===== config.mk =====
export PLATFORM = sky130hd
export DESIGN_NAME = obstacle_scroller_flat
export DESIGN_NICKNAME = d
export VERILOG_FILES = /design/src/rtl/obstacle_scroller_if.sv /design/src/rtl/obstacle_scroller.sv /design/src/flat_wrapper.sv
export SDC_FILE = /design/constraint.sdc
export NUM_CORES = 1
export LEC_CHECK = 0
export BUFFER_PORTS_ARGS = -buffer_cell sky130_fd_sc_hd__buf_4
export CAP_MARGIN = 10
export CORE_MARGIN = 5
export CORE_UTILIZATION = 60
export DETAILED_ROUTE_END_ITERATION = 8
export GPL_TIMING_DRIVEN = 0
export PLACE_DENSITY = 0.89
export SLEW_MARGIN = 5
export SYNTH_ARGS = -nofsm -noshare
export SYNTH_HDL_FRONTEND = slang
export SYNTH_SLANG_ARGS = --single-unit

===== constraint.sdc =====
create_clock -name clk -period 6 [get_ports clk]
set_clock_uncertainty 0.15 [all_clocks]
set_input_delay 0 -clock clk [delete_from_list [all_inputs] [get_ports clk]]
set_output_delay 0 -clock clk [all_outputs]
set_load 0.01 [all_outputs]

===== src/rtl/obstacle_scroller_if.sv =====
// Signal bundle between the game-speed/control side and the obstacle scroller.
// The scroller takes the slave view; the bench or surrounding game logic takes the master view.
interface obstacle_scroller_if #(
    parameter int N_OBS = 3,
    parameter int X_W   = 10
);
    logic                   clk_div;
    logic                   start;
    logic                   hit;
    logic [N_OBS*X_W-1:0]   obs_x;
    logic [N_OBS-1:0]       obs_valid;
    logic [N_OBS-1:0]       obs_type;
    logic [1:0]             pass_cnt;
    logic [1:0]             state;

    modport master (
        output clk_div,
        output start,
        output hit,
        input  obs_x,
        input  obs_valid,
        input  obs_type,
        input  pass_cnt,
        input  state
    );

    modport slave (
        input  clk_div,
        input  start,
        input  hit,
        output obs_x,
        output obs_valid,
        output obs_type,
        output pass_cnt,
        output state
    );
endinterface


===== src/rtl/obstacle_scroller.sv =====
// Obstacle scroller: turns each clk_div rising edge into a game tick, scrolls the obstacle
// slots left, retires those leaving the screen and spawns new ones at LFSR-driven gaps.
module obstacle_scroller #(
    parameter int          N_OBS      = 3,
    parameter int          X_W        = 10,
    parameter int          X_START    = 640,
    parameter int          STEP       = 1,
    parameter int          MIN_GAP    = 40,
    parameter int          GAP_RAND_W = 6,
    parameter logic [15:0] LFSR_SEED  = 16'hACE1
) (
    input  logic                clk,
    input  logic                rst,
    obstacle_scroller_if.slave  bus
);

    localparam int              GAP_W     = $clog2(MIN_GAP + (1 << GAP_RAND_W));
    localparam logic [15:0]     LFSR_MASK = 16'hB400;
    localparam logic [X_W-1:0]  X_SPAWN   = X_W'(X_START);
    localparam logic [X_W-1:0]  X_STEP    = X_W'(STEP);
    localparam logic [GAP_W-1:0] GAP_MIN  = GAP_W'(MIN_GAP);

    typedef enum logic [1:0] {
        IDLE   = 2'b00,
        RUN    = 2'b01,
        FROZEN = 2'b10
    } state_t;

    state_t             r_state;
    state_t             w_stateNext;
    logic               w_clear;
    logic               w_advance;

    logic               r_clkDivQ;
    logic               w_tick;

    logic [X_W-1:0]     r_x [N_OBS];
    logic [N_OBS-1:0]   r_valid;
    logic [N_OBS-1:0]   r_type;
    logic [1:0]         r_passCnt;
    logic [GAP_W-1:0]   r_gapCnt;
    logic [GAP_W-1:0]   r_gapTarget;
    logic [15:0]        r_lfsr;

    logic [X_W-1:0]     w_xNext [N_OBS];
    logic [N_OBS-1:0]   w_validNext;
    logic [N_OBS-1:0]   w_typeNext;
    logic [1:0]         w_passNext;
    logic [GAP_W-1:0]   w_gapCntNext;
    logic [GAP_W-1:0]   w_gapTargetNext;
    logic [15:0]        w_lfsrNext;
    logic [GAP_W-1:0]   w_gapInc;
    logic               w_gapDue;
    logic               w_spawn;
    logic               w_haveFree;
    logic [1:0]         w_freeSlot;
    logic [N_OBS*X_W-1:0] w_obsX;

    // clk_div_q resets high so a clk_div already high at reset release is not seen as an edge
    always_ff @(posedge clk or posedge rst) begin
        if (rst) begin
            r_clkDivQ <= 1'b1;
        end else begin
            r_clkDivQ <= bus.clk_div;
        end
    end

    assign w_tick = bus.clk_div & ~r_clkDivQ;

    always_ff @(posedge clk or posedge rst) begin
        if (rst) begin
            r_state <= IDLE;
        end else begin
            r_state <= w_stateNext;
        end
    end

    // start restarts from any state; hit in RUN beats a same-cycle tick
    always_comb begin
        w_stateNext = r_state;
        w_clear     = 1'b0;
        w_advance   = 1'b0;
        case (r_state)
            IDLE: begin
                if (bus.start) begin
                    w_stateNext = RUN;
                    w_clear     = 1'b1;
                end
            end
            RUN: begin
                if (bus.start) begin
                    w_clear = 1'b1;
                end else if (bus.hit) begin
                    w_stateNext = FROZEN;
                end else begin
                    w_advance = w_tick;
                end
            end
            FROZEN: begin
                if (bus.start) begin
                    w_stateNext = RUN;
                    w_clear     = 1'b1;
                end
            end
            default: begin
                w_stateNext = IDLE;
            end
        endcase
    end

    always_comb begin
        w_haveFree = 1'b0;
        w_freeSlot = 2'd0;
        for (int i = N_OBS - 1; i >= 0; i--) begin
            if (!r_valid[i]) begin
                w_haveFree = 1'b1;
                w_freeSlot = 2'(i);
            end
        end
    end

    assign w_gapInc = r_gapCnt + GAP_W'(1);
    assign w_gapDue = (w_gapInc >= r_gapTarget);
    assign w_spawn  = w_gapDue & w_haveFree;

    // Every tick decision works on pre-tick slot state, so a slot freed now is reused next tick
    always_comb begin
        w_xNext         = r_x;
        w_validNext     = r_valid;
        w_typeNext      = r_type;
        w_passNext      = 2'd0;
        w_gapCntNext    = r_gapCnt;
        w_gapTargetNext = r_gapTarget;
        w_lfsrNext      = r_lfsr;
        if (w_clear) begin
            for (int i = 0; i < N_OBS; i++) begin
                w_xNext[i] = '0;
            end
            w_validNext     = '0;
            w_typeNext      = '0;
            w_gapCntNext    = '0;
            w_gapTargetNext = GAP_MIN;
        end else if (w_advance) begin
            for (int i = 0; i < N_OBS; i++) begin
                if (r_valid[i]) begin
                    if (r_x[i] < X_STEP) begin
                        w_validNext[i] = 1'b0;
                        w_passNext     = w_passNext + 2'd1;
                    end else begin
                        w_xNext[i] = r_x[i] - X_STEP;
                    end
                end else if (w_spawn && (2'(i) == w_freeSlot)) begin
                    w_xNext[i]     = X_SPAWN;
                    w_validNext[i] = 1'b1;
                    w_typeNext[i]  = r_lfsr[0];
                end
            end
            if (w_spawn) begin
                w_gapCntNext    = '0;
                w_gapTargetNext = GAP_MIN + GAP_W'(r_lfsr[GAP_RAND_W:1]);
            end else if (w_gapDue) begin
                w_gapCntNext = r_gapTarget;
            end else begin
                w_gapCntNext = w_gapInc;
            end
            w_lfsrNext = {1'b0, r_lfsr[15:1]} ^ (r_lfsr[0] ? LFSR_MASK : 16'h0000);
        end
    end

    // Datapath registers; pass count is a one-cycle pulse value, zero whenever no tick lands
    always_ff @(posedge clk or posedge rst) begin
        if (rst) begin
            for (int i = 0; i < N_OBS; i++) begin
                r_x[i] <= '0;
            end
            r_valid     <= '0;
            r_type      <= '0;
            r_passCnt   <= 2'd0;
            r_gapCnt    <= '0;
            r_gapTarget <= GAP_MIN;
            r_lfsr      <= LFSR_SEED;
        end else begin
            for (int i = 0; i < N_OBS; i++) begin
                r_x[i] <= w_xNext[i];
            end
            r_valid     <= w_validNext;
            r_type      <= w_typeNext;
            r_passCnt   <= w_passNext;
            r_gapCnt    <= w_gapCntNext;
            r_gapTarget <= w_gapTargetNext;
            r_lfsr      <= w_lfsrNext;
        end
    end

    always_comb begin
        w_obsX = '0;
        for (int i = 0; i < N_OBS; i++) begin
            w_obsX[i*X_W +: X_W] = r_x[i];
        end
    end

    assign bus.obs_x     = w_obsX;
    assign bus.obs_valid = r_valid;
    assign bus.obs_type  = r_type;
    assign bus.pass_cnt  = r_passCnt;
    assign bus.state     = r_state;

endmodule


===== src/flat_wrapper.sv =====
// flat-port wrapper written by rule: the top's interface ports become plain ports
module obstacle_scroller_flat 
#(
    parameter int          N_OBS      = 3,
    parameter int          X_W        = 10,
    parameter int          X_START    = 640,
    parameter int          STEP       = 1,
    parameter int          MIN_GAP    = 40,
    parameter int          GAP_RAND_W = 6,
    parameter logic [15:0] LFSR_SEED  = 16'hACE1
)
  (clk, rst, bus_clk_div, bus_start, bus_hit, bus_obs_x, bus_obs_valid, bus_obs_type, bus_pass_cnt, bus_state);
  obstacle_scroller_if #(.N_OBS(N_OBS), .X_W(X_W)) bus_i ();
  input  logic clk;
  input  logic rst;
  input wire logic [$bits(bus_i.clk_div)-1:0] bus_clk_div;
  input wire logic [$bits(bus_i.start)-1:0] bus_start;
  input wire logic [$bits(bus_i.hit)-1:0] bus_hit;
  output wire logic [$bits(bus_i.obs_x)-1:0] bus_obs_x;
  output wire logic [$bits(bus_i.obs_valid)-1:0] bus_obs_valid;
  output wire logic [$bits(bus_i.obs_type)-1:0] bus_obs_type;
  output wire logic [$bits(bus_i.pass_cnt)-1:0] bus_pass_cnt;
  output wire logic [$bits(bus_i.state)-1:0] bus_state;
  assign bus_i.clk_div = bus_clk_div;
  assign bus_i.start = bus_start;
  assign bus_i.hit = bus_hit;
  assign bus_obs_x = bus_i.obs_x;
  assign bus_obs_valid = bus_i.obs_valid;
  assign bus_obs_type = bus_i.obs_type;
  assign bus_pass_cnt = bus_i.pass_cnt;
  assign bus_state = bus_i.state;
  obstacle_scroller #(.N_OBS(N_OBS), .X_W(X_W), .X_START(X_START), .STEP(STEP), .MIN_GAP(MIN_GAP), .GAP_RAND_W(GAP_RAND_W), .LFSR_SEED(LFSR_SEED)) u_core (.clk(clk), .rst(rst), .bus(bus_i));
endmodule

# == After elaboration in Yosys (flattened, before gate mapping) ==
# Index checks and enable logic that the tools add are counted.
# totals
input_bits,5
out_inout_bits,40
register_bits,71
# op_classes
n_bitwise,5
n_addsub,7
eq_ne,13
reduce_logical,24
n_lt_le_gt_ge,4
muxes,65
# op_table
operator,n
$mux 10,9
$mux 30,2
$mux 7,7
$mux 2,17
$lt 10x1->1 const B,3
$sub 10x1->10 const B,3
$mux 1,24
$reduce_and 3->1,7
$mux 16,1
$xor 15x16->16,1
$mux 3,4
$reduce_bool 2->1,5
$ne 3x2->1 const B,3
$reduce_bool 3->1,3
$ne 2x1->1 const B,4
$add 6x6->7 const A,1
$add 7x1->7 const B,1
$ge 7x7->1,1
$add 2x1->2 const B,2
$logic_not 2->1,2
$ne 2x2->1 const B,2
$pmux 2 s2,1
$reduce_and 2->1,2
$logic_and 1x1->1,3
8 further kinds,10

# == Longest topological paths before layout ==
# depth
ltp_word,17
ltp_mapped,11

# == Least setup slack after synthesis ==
# No wires, ideal clock.
# synth_path
kind,flip-flop to flip-flop
start,reg u_core.r_gapCnt[0]
end,reg u_core.r_gapTarget[4]
stages_incl_launch_ff,12
arrival_ps,2610
path_slack_ps,3115
synth_period_minus_slack_ps,2885
required_time_ps,5725
cell_sequence,dfrtp_1 -> ha_1 -> nand3_1 -> nor2_1 -> xor2_1 -> ha_1 -> nand2_1 -> o21ai_0 -> a21oi_2 -> or3_1 -> buf_2 -> mux2_2
# synth_via
elab_chain_len,5
# synth_rtl
item,line_no,source
from (decl),obstacle_scroller.sv:41,logic [GAP_W-1:0] r_gapCnt;
from (signal assigned),obstacle_scroller.sv:189,r_gapCnt <= w_gapCntNext;
$add 7x1->7,obstacle_scroller.sv:122,assign w_gapInc = r_gapCnt + GAP_W'(1);
$ge 7x7->1,obstacle_scroller.sv:123,assign w_gapDue = (w_gapInc >= r_gapTarget);
$and 1x1->1,obstacle_scroller.sv:124,assign w_spawn = w_gapDue & w_haveFree;
$reduce_bool 2->1 (no source line),-,
$reduce_and 2->1 (no source line),-,
to (signal assigned),obstacle_scroller.sv:190,r_gapTarget <= w_gapTargetNext;
to (decl),obstacle_scroller.sv:42,logic [GAP_W-1:0] r_gapTarget;
# Every way passes these cells.
# A chain may end at the register's enable or synchronous reset.

# == Final worst setup path ==
# layout_path
start,reg u_core.r_gapCnt[0]
end,reg u_core.r_gapCnt[5]
# layout_via
elab_chain_len,6
elab_cells_between_ends,7
# layout_rtl
item,line_no,source
$add 7x1->7 *,obstacle_scroller.sv:122,
$ge 7x7->1,obstacle_scroller.sv:123,
$mux 7 or $and 1x1->1 (tied branches),"obstacle_scroller.sv:161, obstacle_scroller.sv:124",
$mux 7 *,obstacle_scroller.sv:158,if (w_spawn) begin
$mux 7 *,obstacle_scroller.sv:143,end else if (w_advance) begin
$mux 7 *,obstacle_scroller.sv:135,if (w_clear) begin
# Mark *: on every way between the ends. The rest lies on a longest branch, timed or not. The select of a mux whose other input is x is not followed.

==> impl_metrics.yaml <==
clock_network:
  root_buffer: "clkbuf_8"
  insertion_delay_ps: 350
  cts_buffer_depth: 2
  post_cts_buffers: 0
  cts_sinks: 71
  cts_inserted_buffers: 9
  cts_tree: "yes"
  htree_levels: 3
  path_clk_slew_ps: 70
synth:
  ys_ff_latch: 71
  syn_avg_cell_area_um2: 9.29
  syn_nets: 440
  syn_area_um2: 3920
  synthCells: 422
  synth_warnings: 0
  synth_top_cell_by_area: "dfrtp_1"
  yosysMostFrequentCell: "nand2_1"
  synth_cell_types: 62
  async_flop_share: 1.00
  ys.flop_type: "dfrtp_1"
  yosysSeqAreaShare: 0.457
  synth_common_cells: "nand2_1 (70), dfrtp_1 (60), inv_1 (29)"
  synth_area_leaders: "dfrtp_1 (38%), dfstp_2 (7.4%), nand2_1 (6.7%)"
  synth_edf_count: 0
  netlist.area_leader.share: 0.383
critical_path:
  cpMostUsedCell: "o21ai_0"
  max_stage_delay_ps: 670
  worst_setup_path_end_kind: "register"
  critical_path_class: "register to register"
  crit_buf_inv: 0
  arrival_ps: 3380
  cp-start-kind: "register"
  crit_path_top_delay_cell: "o21ai_0"
  worstPathMaxFanout: 8
  cp_cell_sequence: "ha_1, nand3_1, nor2_1, xor2_1, ha_1, nand2_1, o21ai_0, a21oi_2, o21ai_0, o21ai_0"
  cp_top_family: "compound AO/OA/AOI/OAI gates"
  cp_data_required_time_ps: 6040
global_route:
  grt_max_degree: 72
  antenna_found_initial: 0
  gr-total-overflow: 0
  grt_usage: 0.229
  grt_pass1_vias: 3395
  grt_pass1_wl_um: 15700
floorplanning:
  die_h_um: 90.8
  die_area_um2: 8250
  core_um2: 6350
  io-pin-count: 45
  initial_core_util: 0.617
  rows: 29
  die_x_um: 90.8
finish:
  final_area_um2: 4590
  diodes: 0
  fin_nets: 500
  drive_gt1_frac: 0.191
  area_growth_pct: 17.1
  layout.cells.non_filler: 564
timing:
  fin_ws_ps: 2660
  relSlewSlack: 0.432
  finalMaxSlewViolations: 0
  setup_violations: 0
  fmax_ghz: 0.299
  tns_ps: 0
  period_share: 0.557
  hold_viol: 0
  worst_pin_slew_ps: 852
  post-route-min-period_ps: 3340
  rsz0062_at_grt: "false"
route:
  drt_pass1_iterations: 5
  route.detailed.drc: 0
  postRouteAntennaNets: 0
  totalWireLength_um: 9100
  first_iter_violations: 256
  via_count: 3389
  vias_per_cell: 6.01
  wire_per_inst_um: 16.1
power_and_ir_drop:
  pwr-share-clk: 0.373
  p_comb_frac: 0.091
  swShare: 0.256
  seqPwrFrac: 0.535
  max-vdd-ir-drop_mv: 0.247
  leakage_nw: 2.27
  intPower_mw: 0.737
  p_switching_mw: 0.253
  power_density_nw_per_um2: 216
place:
  place_congestion: 0.847
  dpl_cell_area_um2: 4350
  hpwl_um: 6310
  dp_cells: 543
  pre_cts_slack_ps: 2680
  io_buffers: 44
flow_run:
  max_cap_violations: 0
status:
  outcome: "completed"
min_path:
  hp-class: "primary input to register"
==> what timing repair did <==
action | CTS | global route
hold buffers | 5 | 0
endpoints found under the hold margin | 63 | 0
gates resized for setup | 0 | 0
==> through the flow <==
| step | utilization | hold slack [ps] | power [mW] |
|---|---|---|---|
| detailed placement | 0.685 | -30.6 | 0.627 |
| CTS | 0.723 | 138 | 1.00 |
| global placement | 0.684 | -33.1 | 0.620 |
| floorplan | - | -146 | 0.597 |
| global route | 0.723 | 157 | 1.04 |
| finish | 0.723 | 163 | 0.991 |
==> cell families after synthesis <==
group           after synthesis  share of synthesized area
mux                          17                     0.0437
flops                        71                      0.457
fa+ha+maj                    13                     0.0415
compound gates               92                      0.151
xor+xnor                     19                     0.0425
simple gates                165                      0.215
buf+inv                      45                     0.0498
==> final timing paths <==
path / end / slack, ps / depth (start not counted) / startpoint
worst max register to register: u_core.r_gapCnt[5] / 2660 / 10 / u_core.r_gapCnt[0]
min in group asynchronous: u_core.bus.obs_x[23] / 240 / 3 / rst
worst max-delay path: u_core.r_gapCnt[5] / 2660 / 10 / u_core.r_gapCnt[0]
max in group asynchronous: u_core.bus.obs_x[16] / 4910 / 3 / rst
worst min register to register: u_core.r_lfsr[15] / 310 / 2 / u_core.r_lfsr[15]
worst min-delay path: u_core.r_clkDivQ / 160 / 2 / bus_clk_div
==> power groups by stage <==
stage | registers [mW] | logic [mW] | clock network, mW
2_1_floorplan | 0.535 | 0.0619 | 0
3_3_place_gp | 0.537 | 0.0832 | 0
3_5_place_dp | 0.539 | 0.0877 | 0
4_1_cts | 0.530 | 0.0907 | 0.379
5_1_grt | 0.534 | 0.102 | 0.402
6_report | 0.530 | 0.0903 | 0.370
==> layout make-up <==
cell class              instances  area, µm²
inverters                      29        111
flip-flops and latches         71       1790
fillers                       464       1760
clock inverters                 6       62.6
well taps                      77       96.3
repair buffers                 49        380
plain buffers                  16       86.3
multi-input cells             306       1930
clock buffers                  10        128
==> placed cells by master (no fill, tap or decap), types with 12 or more instances in the layout <==
master,instances
a21oi_1,19
buf_4,44
dfrtp_1,60
ha_1,13
inv_1,28
mux2i_1,16
nand2_1,70
nor2_1,27
o21ai_0,28
o22ai_1,12
xnor2_1,15
==> sequential cells by signal, summed over array words and instances (netlist names) <==
signal                flops
u_core.bus.obs_x         30
u_core.r_lfsr            16
u_core.r_gapCnt           7
u_core.r_gapTarget        7
u_core.bus.obs_type       3
u_core.bus.obs_valid      3
u_core.bus.pass_cnt       2
u_core.bus.state          2
u_core.r_clkDivQ          1
==> routing by layer <==
| layer | part of all wire | vias to the layer above | track usage | wire (µm) |
|---|---|---|---|---|
| met2 | 0.50 | 126 | 0.377 | 4540 |
| met1 | 0.41 | 1639 | 0.282 | 3760 |
| met5 | 0 | - | 0 | 0 |
| met4 | 0.018 | 0 | 0.103 | 165 |
| li1 | - | 1600 | - | - |
| met3 | 0.069 | 24 | 0.0608 | 632 |
Note: power is estimated with default switching activity, not from simulation.
